$ cat src/rtl/mips_regfile_param.sv
// MIPS general-purpose register file: two combinational read ports with write bypass,
// one write port, optional hardwired zero register, and a one-word-per-cycle dump engine.
module mips_regfile_param #(
    parameter int unsigned DATA_W   = 32,
    parameter int unsigned ADDR_W   = 5,
    parameter bit          ZERO_REG = 1'b1
) (
    input  logic              clk,
    input  logic              rst_n,
    input  logic [ADDR_W-1:0] read_reg_1,
    input  logic [ADDR_W-1:0] read_reg_2,
    output logic [DATA_W-1:0] read_data_1,
    output logic [DATA_W-1:0] read_data_2,
    input  logic [ADDR_W-1:0] write_reg,
    input  logic [DATA_W-1:0] write_data,
    input  logic              signal_reg_write,
    input  logic              dump_start,
    output logic              dump_valid,
    output logic              dump_last,
    output logic [ADDR_W-1:0] dump_index,
    output logic [DATA_W-1:0] dump_data
);

    localparam int unsigned      N        = 1 << ADDR_W;
    localparam logic [ADDR_W-1:0] IDX_ONE  = ADDR_W'(1);
    localparam logic [ADDR_W-1:0] IDX_LAST = ADDR_W'(N - 1);

    typedef enum logic {
        ST_IDLE,
        ST_RUN
    } dump_state_e;

    logic [DATA_W-1:0] regs_q [N];
    logic [DATA_W-1:0] regs_d [N];

    dump_state_e       state_q, state_d;
    logic              dump_valid_q, dump_valid_d;
    logic              dump_last_q, dump_last_d;
    logic [ADDR_W-1:0] dump_index_q, dump_index_d;
    logic [DATA_W-1:0] dump_data_q, dump_data_d;

    logic              write_en;
    logic              load_word;

    assign write_en = signal_reg_write && !(ZERO_REG && write_reg == '0);

    // NOTE: every variable written in an always_comb gets a default first; a path that
    // leaves one unassigned would infer a latch.
    always_comb begin
        regs_d = regs_q;
        if (write_en) begin
            regs_d[write_reg] = write_data;
        end
    end

    // Bypass lets a datapath read the value being written in the same cycle.
    assign read_data_1 = (ZERO_REG && read_reg_1 == '0)                 ? '0         :
                         (signal_reg_write && write_reg == read_reg_1) ? write_data :
                                                                         regs_q[read_reg_1];
    assign read_data_2 = (ZERO_REG && read_reg_2 == '0)                 ? '0         :
                         (signal_reg_write && write_reg == read_reg_2) ? write_data :
                                                                         regs_q[read_reg_2];

    // The dump index register doubles as the word counter while in RUN. The FSM returns
    // to IDLE on the edge that loads the last index so a new dump can follow seamlessly.
    always_comb begin
        state_d      = state_q;
        dump_index_d = '0;
        dump_valid_d = 1'b0;
        dump_last_d  = 1'b0;
        dump_data_d  = '0;
        load_word    = 1'b0;
        unique case (state_q)
            ST_IDLE: begin
                if (dump_start) begin
                    state_d   = ST_RUN;
                    load_word = 1'b1;
                end
            end
            ST_RUN: begin
                dump_index_d = dump_index_q + IDX_ONE;
                load_word    = 1'b1;
                if (dump_index_d == IDX_LAST) begin
                    state_d = ST_IDLE;
                end
            end
            default: state_d = ST_IDLE;
        endcase
        if (load_word) begin
            dump_valid_d = 1'b1;
            dump_last_d  = (dump_index_d == IDX_LAST);
            dump_data_d  = (ZERO_REG && dump_index_d == '0) ? '0 : regs_q[dump_index_d];
        end
    end

    // NOTE: the whole array is reset because the register file must read as zero after
    // reset; this keeps it in flops rather than letting it map onto a RAM macro.
    always_ff @(posedge clk or negedge rst_n) begin
        if (!rst_n) begin
            for (int i = 0; i < int'(N); i++) begin
                regs_q[i] <= '0;
            end
        end else begin
            regs_q <= regs_d;
        end
    end

    // NOTE: state registers use non-blocking assignments so every flop samples the
    // pre-edge values, which is what makes the dump show data committed before the edge.
    always_ff @(posedge clk or negedge rst_n) begin
        if (!rst_n) begin
            state_q      <= ST_IDLE;
            dump_valid_q <= 1'b0;
            dump_last_q  <= 1'b0;
            dump_index_q <= '0;
            dump_data_q  <= '0;
        end else begin
            state_q      <= state_d;
            dump_valid_q <= dump_valid_d;
            dump_last_q  <= dump_last_d;
            dump_index_q <= dump_index_d;
            dump_data_q  <= dump_data_d;
        end
    end

    assign dump_valid = dump_valid_q;
    assign dump_last  = dump_last_q;
    assign dump_index = dump_index_q;
    assign dump_data  = dump_data_q;

endmodule

$ cat config.mk
export PLATFORM = sky130hd
export DESIGN_NAME = mips_regfile_param
export DESIGN_NICKNAME = d
export VERILOG_FILES = /design/src/rtl/mips_regfile_param.sv
export SDC_FILE = /design/constraint.sdc
export NUM_CORES = 2
export LEC_CHECK = 0
export ABC_AREA = 1
export ABC_CLOCK_PERIOD_IN_PS = 3580
export CORE_MARGIN = 2
export CORE_UTILIZATION = 50
export CTS_BUF_LIST = sky130_fd_sc_hd__clkbuf_8
export CTS_CLUSTER_DIAMETER = 200
export DETAILED_ROUTE_END_ITERATION = 16
export PLACE_DENSITY = 0.65
export SETUP_SLACK_MARGIN = 0.2
export SLEW_MARGIN = 30
export SYNTH_ARGS = -nofsm -noshare
export SYNTH_HDL_FRONTEND = slang
export SYNTH_SLANG_ARGS = --single-unit
$ cat constraint.sdc
create_clock -name clk -period 3.58 [get_ports clk]
set_input_delay 0.716 -clock clk [delete_from_list [all_inputs] [get_ports clk]]
set_output_delay 0.716 -clock clk [all_outputs]
set_load 0.01 [all_outputs]
==> qor.yml <==
die_h_um: 379
fin_worst_skew_ns: 0.0498
synth_cell_types: 30
crit_arrival_ns: 2.68
rows: 137
wirelength_um: 342000
via_count: 82040
ff_latch_area_um2: 26600
drive_gt1_share_pct: 9.21
core_um2: 140000
synth_seq_cells: 1064
die-area_um2: 144000
portBuffers: 153
grt_pass1_vias: 74854
dr.pass1.iters: 8
p_clk_share_pct: 19.3
die_w_um: 379
power.switching_mw: 31.1
placed_area_um2: 77400
syn_avg_cell_area_um2: 6.36
pre_cts_slack_ns: -0.249
ir_worst_vdd_uv: 1810
dp_hpwl_um: 207000
p_comb_share_pct: 54.3
cts_max_level: 4
power_frac_seq_pct: 26.4
status: "finished, final reports clean"
viasPerCell: 6.29
syn-cell-area_um2: 70400
setup_viol: 0
place_congestion: 0.958
nets: 11050
start_util_pct: 50.4
setup_slack_ns: 0.186
period_minus_slack_ns: 3.39
hold_viol_final: 0
finalMaxSlewViolations: 0
groute.usage.overall_pct: 46.8
finalSetupTns_ns: 0
power_density_nw_per_um2: 762
ios: 154
fin_util_pct: 58.8
cts_tree: "done"
wl_per_cell_um: 26.2
fmax_ghz: 0.295
yosysSeqAreaShare_pct: 37.8
insertion_delay_ns: 0.97
gr-total-overflow: 0
root_buffer: "clkbuf_8"
synthCells: 11058
multi_input_area_um2: 36700
grt_setup_unrepaired: "yes"
fin_crit_sh_pct: 94.8
critPathLaunchType: "primary input"
clock-sinks: 1064
internal_power_mw: 31.4
antenna_left: 0
crit_type: "primary input to output pin"
drc_errors: 0
leakage_nw: 40.3
grt_pass1_wl_um: 498000
drt_iter0_markers: 14244
antenna_found_initial: 33
syn_nets: 11111
grt_max_degree: 97
p_sw_share_pct: 49.8
cp_max_fo: 42
worstMarginPinSlew_ns: 0.994
path_clk_slew_ns: 0.06
maxSlewHeadroom_pct: 33.7
synth_warnings: 0
dp.cells: 12652
area_delta_synth_final_pct: 16.6
cts_buffers: 192
fill_cells: 13470
final_cells: 13046
hold_class: "primary input to flip-flop"
end_kind: "output pin"
crit_required_ns: 2.86
max-cap-violations: 0
fin_area_um2: 82100
cts.path.max_buffers: 3
-- logic make-up after synthesis --
group,after synthesis,share of synthesized area (%)
buffers and inverters,1929,10.8
AOI/OAI and AO/OA,1854,14.3
DFF,1064,37.8
xor gates and xnor gates,3,0.0373
adders and majority gates,2,0.0355
and+or+nand+nor,6206,37.1
-- final cells by class --
class / count / share of cell area [%]
well taps: 1876 / 2.86
clock buffers: 251 / 4.21
repair buffers: 708 / 10.6
flip-flops and latches: 1064 / 32.4
diodes: 24 / 0.0732
inverters: 966 / 4.53
multi-input cells: 8065 / 44.7
clock inverters: 92 / 0.587
-- routing by layer --
metal  routed length, um  track usage [%]  vias up
met1              126000             61.4    38058
li1                    -                -    35750
met5                 209                0        -
met2              136000             64.8     6655
met4               25700             30.6       28
met3               54900             16.4     1549
-- through the flow --
step,power [mW],hold WS [ns]
6_report,62.6,0.344
5_1_grt,65.2,0.337
4_1_cts,60.8,0.302
3_5_place_dp,48.9,0.368
3_3_place_gp,48.5,0.368
2_1_floorplan,34.9,0.420
-- what timing repair did --
action / CTS / global route
hold endpoints to repair: 28 / 0
hold buffers: 1 / 0
gates cloned: 3 / 4
gates resized for setup: 133 / 60
setup buffers: 12 / 7
pin swaps: 11 / 5
setup endpoints to repair: 64 / 31
-- worst paths after layout --
kind	endpoint	slack, ns	start	cells after the start
setup / recovery	read_data_1[17]	0.19	read_reg_1[0]	12
hold / removal	dump_valid	0.34	dump_start	2
setup reg to reg	dump_data[16]	0.20	dump_index[0]	14
hold reg to reg	regs_q[1011]	0.38	regs_q[1011]	0
max in group asynchronous	regs_q[620]	2.05	rst_n	3
min in group asynchronous	regs_q[89]	0.37	rst_n	2
-- Yosys cell counts, drive strengths merged --
cell	instances	area, um2
inv	963	3610
buf	368	1740
nor4	1	21.3
o22ai	5	31.3
xor2	3	26.3
nand2	3736	14000
clkbuf	595	2230
ha	2	25.0
nand4	5	31.3
or2	37	231
o21bai	1	7.51
nor2	370	1410
dfrtp	1064	26600
nand3	2045	10200
a21oi	257	1290
o211ai	297	2230
clkinv	3	11.3
nor3	12	103
o21ai	1294	6480
-- power by group through the flow --
stage / sequential, mW / combinational (mW) / clock, mW
2_1_floorplan: 16.1 / 18.8 / 0
3_3_place_gp: 16.5 / 32.0 / 0
3_5_place_dp: 16.5 / 32.3 / 0
4_1_cts: 16.4 / 32.4 / 12.1
5_1_grt: 16.7 / 35.8 / 12.6
6_report: 16.5 / 34.0 / 12.1
-- critical path, stage by stage --
cell           delay (ns)
buf_8                0.17
buf_12               0.22
buf_12               0.26
buf_4                0.24
nand2_1              0.07
nand3_1              0.08
nand3_1              0.11
nand3_1              0.14
nand3_1              0.08
nand2_1              0.16
a21oi_1              0.09
dlygate4sd2_1        0.29
-- layout by cell type, fill, tap and decap left out, types with 7 or more instances in the layout --
master / instances
nand2_1: 3675
nand3_1: 2034
o21ai_0: 1218
dfrtp_1: 1063
inv_1: 999
nor2_1: 356
buf_4: 318
o211ai_1: 297
clkbuf_8: 251
a21oi_1: 249
buf_12: 216
o21ai_1: 73
clkdlybuf4s50_1: 72
dlygate4sd2_1: 56
or2_2: 37
nand2_4: 35
nand2_2: 26
clkinv_2: 25
diode_2: 24
inv_2: 11
buf_6: 11
nor2_4: 10
buf_16: 10
nand3_2: 7
-- flip-flops by register name (all words and copies together) (netlist names) --
register and flops:
dump_data 32, dump_index 5, dump_last 1, dump_valid 1, regs_q 1024, state_q 1
No activity file was read; power rests on OpenSTA's default activity.
